### src/rtl/mult_pkg.sv
`default_nettype none
// +--------------------------------------------------------------------+
// | mult_pkg : shared types and defaults for the multiplier sequencer  |
// | Revision : 1.0                                                     |
// +--------------------------------------------------------------------+
package mult_pkg;

  localparam int NREQ_DEF = 4;
  localparam int ML_W_DEF = 6;
  localparam int MC_W_DEF = 2;

  typedef enum logic [1:0] {
    IDLE  = 2'd0,
    GRANT = 2'd1,
    RUN   = 2'd2,
    DONE  = 2'd3
  } state_t;

  // Product of an ML_W-bit and MC_W-bit unsigned value always fits here.
  function automatic int res_w(input int ml_w, input int mc_w);
    return ml_w + mc_w;
  endfunction

endpackage
`default_nettype wire

### src/rtl/rr_arbiter.sv
`default_nettype none
// +--------------------------------------------------------------------+
// | rr_arbiter : combinational round-robin pick starting at last_id+1  |
// | Revision   : 1.0                                                   |
// +--------------------------------------------------------------------+
module rr_arbiter #(
  parameter  int NREQ = 4,
  localparam int IDW  = $clog2(NREQ)
) (
  input  logic [NREQ-1:0] req,
  input  logic [IDW-1:0]  last_id,
  output logic            any,
  output logic [IDW-1:0]  winner
);

  logic [IDW-1:0] cand;

  // Walk offsets from farthest to nearest so the nearest requester wins.
  always_comb begin
    any    = 1'b0;
    winner = '0;
    cand   = '0;
    for (int k = NREQ; k >= 1; k--) begin
      cand = IDW'((int'(last_id) + k) % NREQ);
      if (req[cand]) begin
        any    = 1'b1;
        winner = cand;
      end
    end
  end

endmodule
`default_nettype wire

### src/rtl/mult_arbiter.sv
`default_nettype none
// +--------------------------------------------------------------------+
// | mult_arbiter : round-robin sharing of a repeated-addition multiply |
// | Revision     : 1.0                                                 |
// +--------------------------------------------------------------------+
module mult_arbiter
  import mult_pkg::*;
#(
  parameter  int NREQ  = NREQ_DEF,
  parameter  int ML_W  = ML_W_DEF,
  parameter  int MC_W  = MC_W_DEF,
  parameter  int RES_W = res_w(ML_W, MC_W),
  localparam int IDW   = $clog2(NREQ)
) (
  input  logic                 clk,
  input  logic                 rst,
  input  logic [NREQ-1:0]      req,
  input  logic [NREQ*ML_W-1:0] ml_in,
  input  logic [NREQ*MC_W-1:0] mc_in,
  output logic [NREQ-1:0]      gnt,
  output logic [NREQ-1:0]      done,
  output logic [RES_W-1:0]     result,
  output logic [IDW-1:0]       result_id,
  output logic                 busy
);

  localparam logic [NREQ-1:0] ONE = {{(NREQ-1){1'b0}}, 1'b1};

  state_t          state;
  logic [IDW-1:0]  id;
  logic [IDW-1:0]  last_id;
  logic [ML_W-1:0] ml_q;
  logic [MC_W-1:0] mc_q;
  logic [RES_W-1:0] acc;
  logic [MC_W-1:0] cnt;

  logic            arb_any;
  logic [IDW-1:0]  arb_win;
  logic [ML_W-1:0] ml_arr [NREQ];
  logic [MC_W-1:0] mc_arr [NREQ];
  logic [RES_W-1:0] acc_next;

  for (genvar i = 0; i < NREQ; i++) begin : g_unpack
    assign ml_arr[i] = ml_in[i*ML_W +: ML_W];
    assign mc_arr[i] = mc_in[i*MC_W +: MC_W];
  end

  assign acc_next = acc + RES_W'(ml_q);

  rr_arbiter #(.NREQ(NREQ)) u_rr (
    .req     (req),
    .last_id (last_id),
    .any     (arb_any),
    .winner  (arb_win)
  );

  // gnt/done are registered so they are pure functions of the current state and id.
  always_ff @(posedge clk or posedge rst) begin
    if (rst) begin
      state     <= IDLE;
      id        <= '0;
      last_id   <= IDW'(NREQ - 1);
      ml_q      <= '0;
      mc_q      <= '0;
      acc       <= '0;
      cnt       <= '0;
      gnt       <= '0;
      done      <= '0;
      result    <= '0;
      result_id <= '0;
      busy      <= 1'b0;
    end else begin
      gnt  <= '0;
      done <= '0;
      case (state)
        IDLE, DONE: begin
          if (arb_any) begin
            id      <= arb_win;
            last_id <= arb_win;
            ml_q    <= ml_arr[arb_win];
            mc_q    <= mc_arr[arb_win];
            cnt     <= mc_arr[arb_win];
            acc     <= '0;
            gnt     <= ONE << arb_win;
            busy    <= 1'b1;
            state   <= GRANT;
          end else begin
            busy  <= 1'b0;
            state <= IDLE;
          end
        end
        GRANT: begin
          if (mc_q != '0) begin
            state <= RUN;
          end else begin
            result    <= acc;
            result_id <= id;
            done      <= ONE << id;
            state     <= DONE;
          end
        end
        RUN: begin
          acc <= acc_next;
          cnt <= cnt - 1'b1;
          if (cnt == MC_W'(1)) begin
            result    <= acc_next;
            result_id <= id;
            done      <= ONE << id;
            state     <= DONE;
          end
        end
        default: begin
          busy  <= 1'b0;
          state <= IDLE;
        end
      endcase
    end
  end

endmodule
`default_nettype wire

### config.mk
export PLATFORM = sky130hd
export DESIGN_NAME = mult_arbiter
export DESIGN_NICKNAME = d
export VERILOG_FILES = /design/src/rtl/mult_pkg.sv /design/src/rtl/rr_arbiter.sv /design/src/rtl/mult_arbiter.sv
export SDC_FILE = /design/constraint.sdc
export NUM_CORES = 1
export LEC_CHECK = 0
export BUFFER_PORTS_ARGS = -buffer_cell sky130_fd_sc_hd__buf_4
export CAP_MARGIN = 20
export CORE_UTILIZATION = 30
export DETAILED_ROUTE_END_ITERATION = 6
export PLACE_DENSITY = 0.56
export SLEW_MARGIN = 20
export SYNTH_ARGS = -nofsm -noshare
export SYNTH_HDL_FRONTEND = slang
export SYNTH_HIERARCHICAL = 1
export SYNTH_SLANG_ARGS = --single-unit
### constraint.sdc
create_clock -name clk -period 2.7 [get_ports clk]
set_input_delay 0.27 -clock clk [delete_from_list [all_inputs] [get_ports clk]]
set_output_delay 0.27 -clock clk [all_outputs]
set_load 0.01 [all_outputs]
==> flow_metrics.env, run 1 <==
export IMPL_status="finished, violations left"
export IMPL_violations="DRC"
export IMPL_vias_per_cell=4.91
export IMPL_syn_num_nets=269
export IMPL_core_region_area_sq_um=7690
export IMPL_p_leak_nw=1.42
export IMPL_vdd_ir_drop_max_v=0.000423
export IMPL_intPower_mw=2.19
export IMPL_worst_slew_pin_transition_ns=0.670
export IMPL_antenna_found_initial=0
export IMPL_initial_core_util_pct=30.8
export IMPL_track_usage_pct=14.2
export IMPL_pin_count=57
export IMPL_cts_htree_levels=2
export IMPL_cp_cell_sequence="nand2b_1 > a21oi_2 > o221ai_2 > buf_4 > mux4_2 > mux2_2"
export IMPL_drt_pass1_iter_count=6
export IMPL_clockBufferDepth=2
export IMPL_grt_pass1_vias=1954
export IMPL_min_path_type="in -> reg"
export IMPL_crit_path_top_delay_cell="dfstp_2"
export IMPL_routed_wl_um=5280
export IMPL_first_iter_violations=133
export IMPL_gp_congestion=0.843
export IMPL_power_switching_mw=1.48
export IMPL_drc_errors=1
export IMPL_final_period_utilization_pct=78.2
export IMPL_numCtsBuffers=5
export IMPL_holdPathStages=3
export IMPL_fin_util_pct=39.8
export IMPL_synthCells=221
export IMPL_power_density_nw_per_um2=1200
export IMPL_antenna_left=0
export IMPL_tritoncts="done"
export IMPL_grt_first_pass_wirelength_um=9410
export IMPL_crit_required_ns=2.88
export IMPL_cts_setup_buffers=0
export IMPL_hold_viol=0
export IMPL_syn2layout_area_growth_pct=29.1
export IMPL_rsz0062_at_grt="no"
export IMPL_final_max_slew_violation_count=0
export IMPL_finalSetupViolations=0
export IMPL_insertedDiodeCount=0
export IMPL_fp_dieArea_sq_um=8260
export IMPL_dpl_worst_slack_ns=0.561
export IMPL_via_count=1911
export IMPL_die_h_um=90.9
export IMPL_switching_share_pct=40.3
export IMPL_cts_sinks=43
export IMPL_synth_async_reset_ratio_pct=100
export IMPL_synth_seq_area_share_pct=45.5
export IMPL_postCtsHoldBufs=1
export IMPL_power_frac_comb_pct=55.5
export IMPL_arrival_ns=2.29
export IMPL_rrSetupSlack_ns=0.59
export IMPL_syn_cell_area_sq_um=2370
export IMPL_post_drt_wl_per_cell_um=13.6
export IMPL_clkSlewWorstSetupHoldPaths_ns=0.09
export IMPL_cts_resized=0
export IMPL_period_needed_ns=2.11
export IMPL_place_hpwl_um=4100
export IMPL_port_buffers=56
export IMPL_finClkSkew_ns=0.0118
export IMPL_final_cell_count_no_fill=389
export IMPL_r2r_cells=6
export IMPL_yosysWarnings=6
export IMPL_rows=32
export IMPL_dp_cells=380
export IMPL_fin_ws_ns=0.589
export IMPL_drive_above_1_share_pct=35.2
export IMPL_synth_edf_count=0
export IMPL_yosysUniqueCellTypes=50
export IMPL_clock_latency_ns=0.30
export IMPL_grt_overflow_total=0
export IMPL_seqPwrFrac_pct=31.0
export IMPL_syn_avg_cell_area_sq_um=10.7
export IMPL_drv_cap=0
export IMPL_synth_ff_type="dfrtp_1"
export IMPL_cp_max_fo=11
export IMPL_maxSlewHeadroom_pct=55.0
export IMPL_clkPwrFrac_pct=13.4
export IMPL_startpoint_type="flip-flop"
export IMPL_critPathKind="reg -> reg"
export IMPL_finalSetupTns_ns=0
export IMPL_synth_seq_cells=43
export IMPL_slowest_delay_ns=0.59
export IMPL_grt_max_degree=20
export IMPL_die_x_um=90.9
export IMPL_clockRootBuffer="clkbuf_8"
export IMPL_fmax_mhz=474
export IMPL_nets=334
export IMPL_end_kind="flip-flop"
-- sequential cells by signal, indices dropped and copies added (netlist names), 4 cells and up --
name	cells
acc	8
done	4
gnt	4
ml_q	6
result	8
-- Yosys cell counts (all sizes together), types with 3 or more instances --
master	number	area, sq um
ha	9	113
o31ai	3	22.5
mux2	13	146
nand2	25	93.8
a21oi	13	68.8
mux4	8	180
nor2	18	67.6
a21o	3	22.5
dfrtp	41	1030
mux2i	3	30.0
nand3	5	25.0
a31oi	3	18.8
nor3	5	30.0
nand2b	4	25.0
o21ai	12	60.1
buf	4	31.3
inv	11	41.3
a211oi	4	30.0
clkbuf	5	18.8
-- cells by family (layout without fill, tap and decap cells) --
group | Yosys count | after routing | share of synthesized area, %
AO/OA/AOI/OAI | 52 | 52 | 14.6
XOR/XNOR | 2 | 2 | 0.739
adder cells (fa/ha/maj) | 10 | 10 | 5.60
buffers and inverters | 20 | 86 | 3.85
flip-flops | 43 | 43 | 45.5
multiplexers | 24 | 24 | 15.0
AND/OR/NAND/NOR | 70 | 70 | 14.7
-- critical path: cells and delay by family, from the launching register on --
family / cells / cell delay (ns)
flops: 1 / 0.59
simple gates: 1 / 0.13
compound gates: 2 / 0.20
buf+inv: 1 / 0.25
mux: 2 / 0.83
-- cell usage in the layout (no fill, tap or decap), types with 3 or more instances in the layout --
master / count
a21o_1: 3
dfrtp_1: 41
a31oi_1: 3
buf_4: 66
ha_1: 9
clkbuf_8: 5
nor3_1: 4
a21oi_1: 12
o21ai_0: 12
nor2_1: 18
nand2_1: 25
inv_1: 10
nand3_1: 5
mux2_2: 13
nand2b_1: 4
mux2i_1: 3
mux4_2: 8
a211oi_1: 4
o31ai_1: 3
-- path summary, 6_finish.rpt --
| kind | from | endpoint |
|---|---|---|
| max | last_id[1]$_DFFE_PP1P_ | mc_q[1]$_DFFE_PP0P_ |
| min | ml_in[13] | ml_q[1]$_DFFE_PP0P_ |
| max in group asynchronous | rst | acc[1]$_DFFE_PP0P_ |
| max reg2reg | last_id[1]$_DFFE_PP1P_ | mc_q[1]$_DFFE_PP0P_ |
| min in group asynchronous | rst | gnt[3]$_DFF_PP0_ |
| min reg2reg | last_id[0]$_DFFE_PP1P_ | last_id[0]$_DFFE_PP1P_ |
-- layer usage --
layer  global-route usage, %  vias up  wire length [um]
met2                    22.7       50              2470
met3                    3.11        6               255
li1                        -      935                 -
met5                       0        -                 0
met1                    19.0      920              2480
met4                    4.37        0                72
-- layout make-up --
type                            count  area, sq um
Tap cell                          102          128
Multi-Input combinational cell    158         1200
Clock inverter                      1         30.0
Fill cell                         783         4630
Timing Repair Buffer               67          505
Inverter                           11         41.3
Clock buffer                        7         76.3
Sequential cell                    43         1080
-- metrics by stage --
stage	cell area, sq um	hold slack [ns]	power [mW]
global placement	2940	0.318	3.18
floorplan	2370	0.450	2.57
finish	3060	0.410	3.67
global route	3060	0.421	4.01
CTS	3060	0.410	3.71
detailed placement	2940	0.329	3.20
-- power by group through the flow --
stage | logic [mW] | clock network [mW] | registers, mW
2_1_floorplan | 1.43 | 0 | 1.14
3_3_place_gp | 2.03 | 0 | 1.15
3_5_place_dp | 2.05 | 0 | 1.15
4_1_cts | 2.06 | 0.507 | 1.14
5_1_grt | 2.29 | 0.538 | 1.18
6_report | 2.04 | 0.493 | 1.14
No activity file was read; power rests on OpenSTA's default activity.
==> inputs of run 2 (changes only) <==
- clock period: 2.7 -> 2 ns (I/O delays scaled with it)
==> run 2 against run 1 <==
The run ends with setup timing left. Critical endpoint is now mc_q[0]$_DFFE_PP0P_. Final cell count up 1.5%. Fmax up 1.9%. Largest power group unchanged. Global-route usage rose by 0.19 points. Hold slack worse by 0.39 ns.
==> flow_metrics.env, run 2 (same netlist as run 1, synthesis figures left out) <==
export IMPL_postCtsHoldBufs=0
export IMPL_end_kind="flip-flop"
export IMPL_rrSetupSlack_ns=-0.07
export IMPL_regToRegEndpoint="mc_q[0]$_DFFE_PP0P_"
export IMPL_die_h_um=90.9
export IMPL_antenna_found_initial=0
export IMPL_drt_pass1_iter_count=4
export IMPL_power_frac_comb_pct=57.9
export IMPL_first_iter_violations=122
export IMPL_routed_wl_um=5530
export IMPL_status="finished, violations left"
export IMPL_seqPwrFrac_pct=29.8
export IMPL_switching_share_pct=40.6
export IMPL_startpoint_type="flip-flop"
export IMPL_antenna_left=0
export IMPL_drv_cap=0
export IMPL_grt_pass1_vias=1909
export IMPL_rsz0062_at_grt="yes"
export IMPL_power_switching_mw=2.09
export IMPL_critPathKind="reg -> reg"
export IMPL_gp_congestion=0.757
export IMPL_reg2reg_from="last_id[1]$_DFFE_PP1P_"
export IMPL_grt_first_pass_wirelength_um=9290
export IMPL_grt_max_degree=44
export IMPL_cts_sinks=43
export IMPL_drive_above_1_share_pct=39.2
export IMPL_place_hpwl_um=3980
export IMPL_finClkSkew_ns=0.0139
export IMPL_final_period_utilization_pct=104
export IMPL_p_leak_nw=1.47
export IMPL_clkSlewWorstSetupHoldPaths_ns=0.09
export IMPL_finalSetupTns_ns=-0.356
export IMPL_core_region_area_sq_um=7690
export IMPL_dpl_worst_slack_ns=-0.0783
export IMPL_power_density_nw_per_um2=1640
export IMPL_numCtsBuffers=5
export IMPL_intPower_mw=3.06
export IMPL_r2r_cells=6
export IMPL_fin_ws_ns=-0.0718
export IMPL_final_max_slew_violation_count=0
export IMPL_rows=32
export IMPL_insertedDiodeCount=0
export IMPL_violations="setup timing"
export IMPL_clock_latency_ns=0.31
export IMPL_post_drt_wl_per_cell_um=14.0
export IMPL_port_buffers=56
export IMPL_initial_core_util_pct=30.8
export IMPL_period_needed_ns=2.07
export IMPL_finalSetupViolations=10
export IMPL_vias_per_cell=4.88
export IMPL_cp_max_fo=11
export IMPL_syn2layout_area_growth_pct=32.6
export IMPL_arrival_ns=2.27
export IMPL_fp_dieArea_sq_um=8260
export IMPL_worst_slew_pin_transition_ns=0.556
export IMPL_final_cell_mix="buf_4 (72), dfrtp_1 (41), nand2_1 (25)"
export IMPL_fmax_mhz=483
export IMPL_nets=340
export IMPL_grt_overflow_total=0
export IMPL_drc_errors=0
export IMPL_tritoncts="done"
export IMPL_pin_count=57
export IMPL_clkPwrFrac_pct=12.3
export IMPL_via_count=1928
export IMPL_reg_largest_list="acc (8), result (8), ml_q (6)"
export IMPL_crit_required_ns=2.19
export IMPL_clockBufferDepth=2
export IMPL_clockRootBuffer="clkbuf_8"
export IMPL_vdd_ir_drop_max_v=0.000540
export IMPL_track_usage_pct=14.3
export IMPL_nFillCells=804
export IMPL_hold_viol=0
export IMPL_die_x_um=90.9
export IMPL_cts_htree_levels=2
export IMPL_min_path_type="in -> async"
export IMPL_maxSlewHeadroom_pct=62.9
export IMPL_layout_commonest_cell="buf_4"
## run 2: through the flow
stage | hold slack, ns | instances | instance area [sq um] | total power [mW] | utilization, %
2_1_floorplan | 0.450 | 221 | 2380 | 3.48 | -
3_3_place_gp | 0.377 | 386 | 3000 | 4.44 | 39.0
4_1_cts | 0.0410 | 394 | 3110 | 5.15 | 40.5
6_report | 0.0181 | 395 | 3140 | 5.15 | 40.9
5_1_grt | 0.0692 | 395 | 3140 | 5.58 | 40.9
3_5_place_dp | 0.381 | 386 | 3000 | 4.49 | 39.0
## run 2: worst max-delay path by stage
stage                           start                  end  slack (ns)  cells after the start
5_1_grt        last_id[1]$_DFFE_PP1P_  mc_q[0]$_DFFE_PP0P_       -0.15                      6
3_5_place_dp   last_id[1]$_DFFE_PP1P_  mc_q[0]$_DFFE_PP0P_       -0.08                      6
3_3_place_gp   last_id[1]$_DFFE_PP1P_  mc_q[0]$_DFFE_PP0P_       -0.03                      6
2_1_floorplan  last_id[1]$_DFFE_PP1P_  mc_q[0]$_DFFE_PP0P_       -0.02                      6
4_1_cts        last_id[1]$_DFFE_PP1P_  mc_q[0]$_DFFE_PP0P_       -0.08                      6
6_report       last_id[1]$_DFFE_PP1P_  mc_q[0]$_DFFE_PP0P_       -0.07                      6
## run 2: area by class of cell
cell class,count,area [sq um],share of cell area (%)
clock buffer,7,96.3,3.07
clock inverter,1,7.51,0.239
inverter,11,41.3,1.31
multi-input combinational,158,1230,39.2
sequential,43,1080,34.3
tap,102,128,4.06
timing repair buffer,73,561,17.8
## run 2: per-layer routing
layer	GRT usage (%)	vias up	routed length [um]
met2	22.2	59	2510
met3	2.86	7	283
li1	-	942	-
met1	19.7	920	2640
met5	0	-	0
met4	5.56	0	93
## run 2: power groups by stage
stage	Combinational [mW]	Sequential [mW]	Clock (mW)
2_1_floorplan	1.94	1.54	0
3_3_place_gp	2.88	1.55	0
3_5_place_dp	2.94	1.55	0
4_1_cts	2.95	1.54	0.654
5_1_grt	3.32	1.58	0.684
6_report	2.98	1.54	0.632
## run 2: timing repair
action,CTS,global route
gates resized for setup,2,6
setup buffers,0,1
pin swaps,0,1
endpoints found under the hold margin,0,0
setup endpoints to repair,10,15
## run 2: critical path: stages, from the launching register on
cell and delay, ns:
dfstp_2 0.59, nand2b_4 0.14, a21oi_2 0.05, o221ai_2 0.20, buf_12 0.18, mux4_2 0.52
mux2_2 0.27
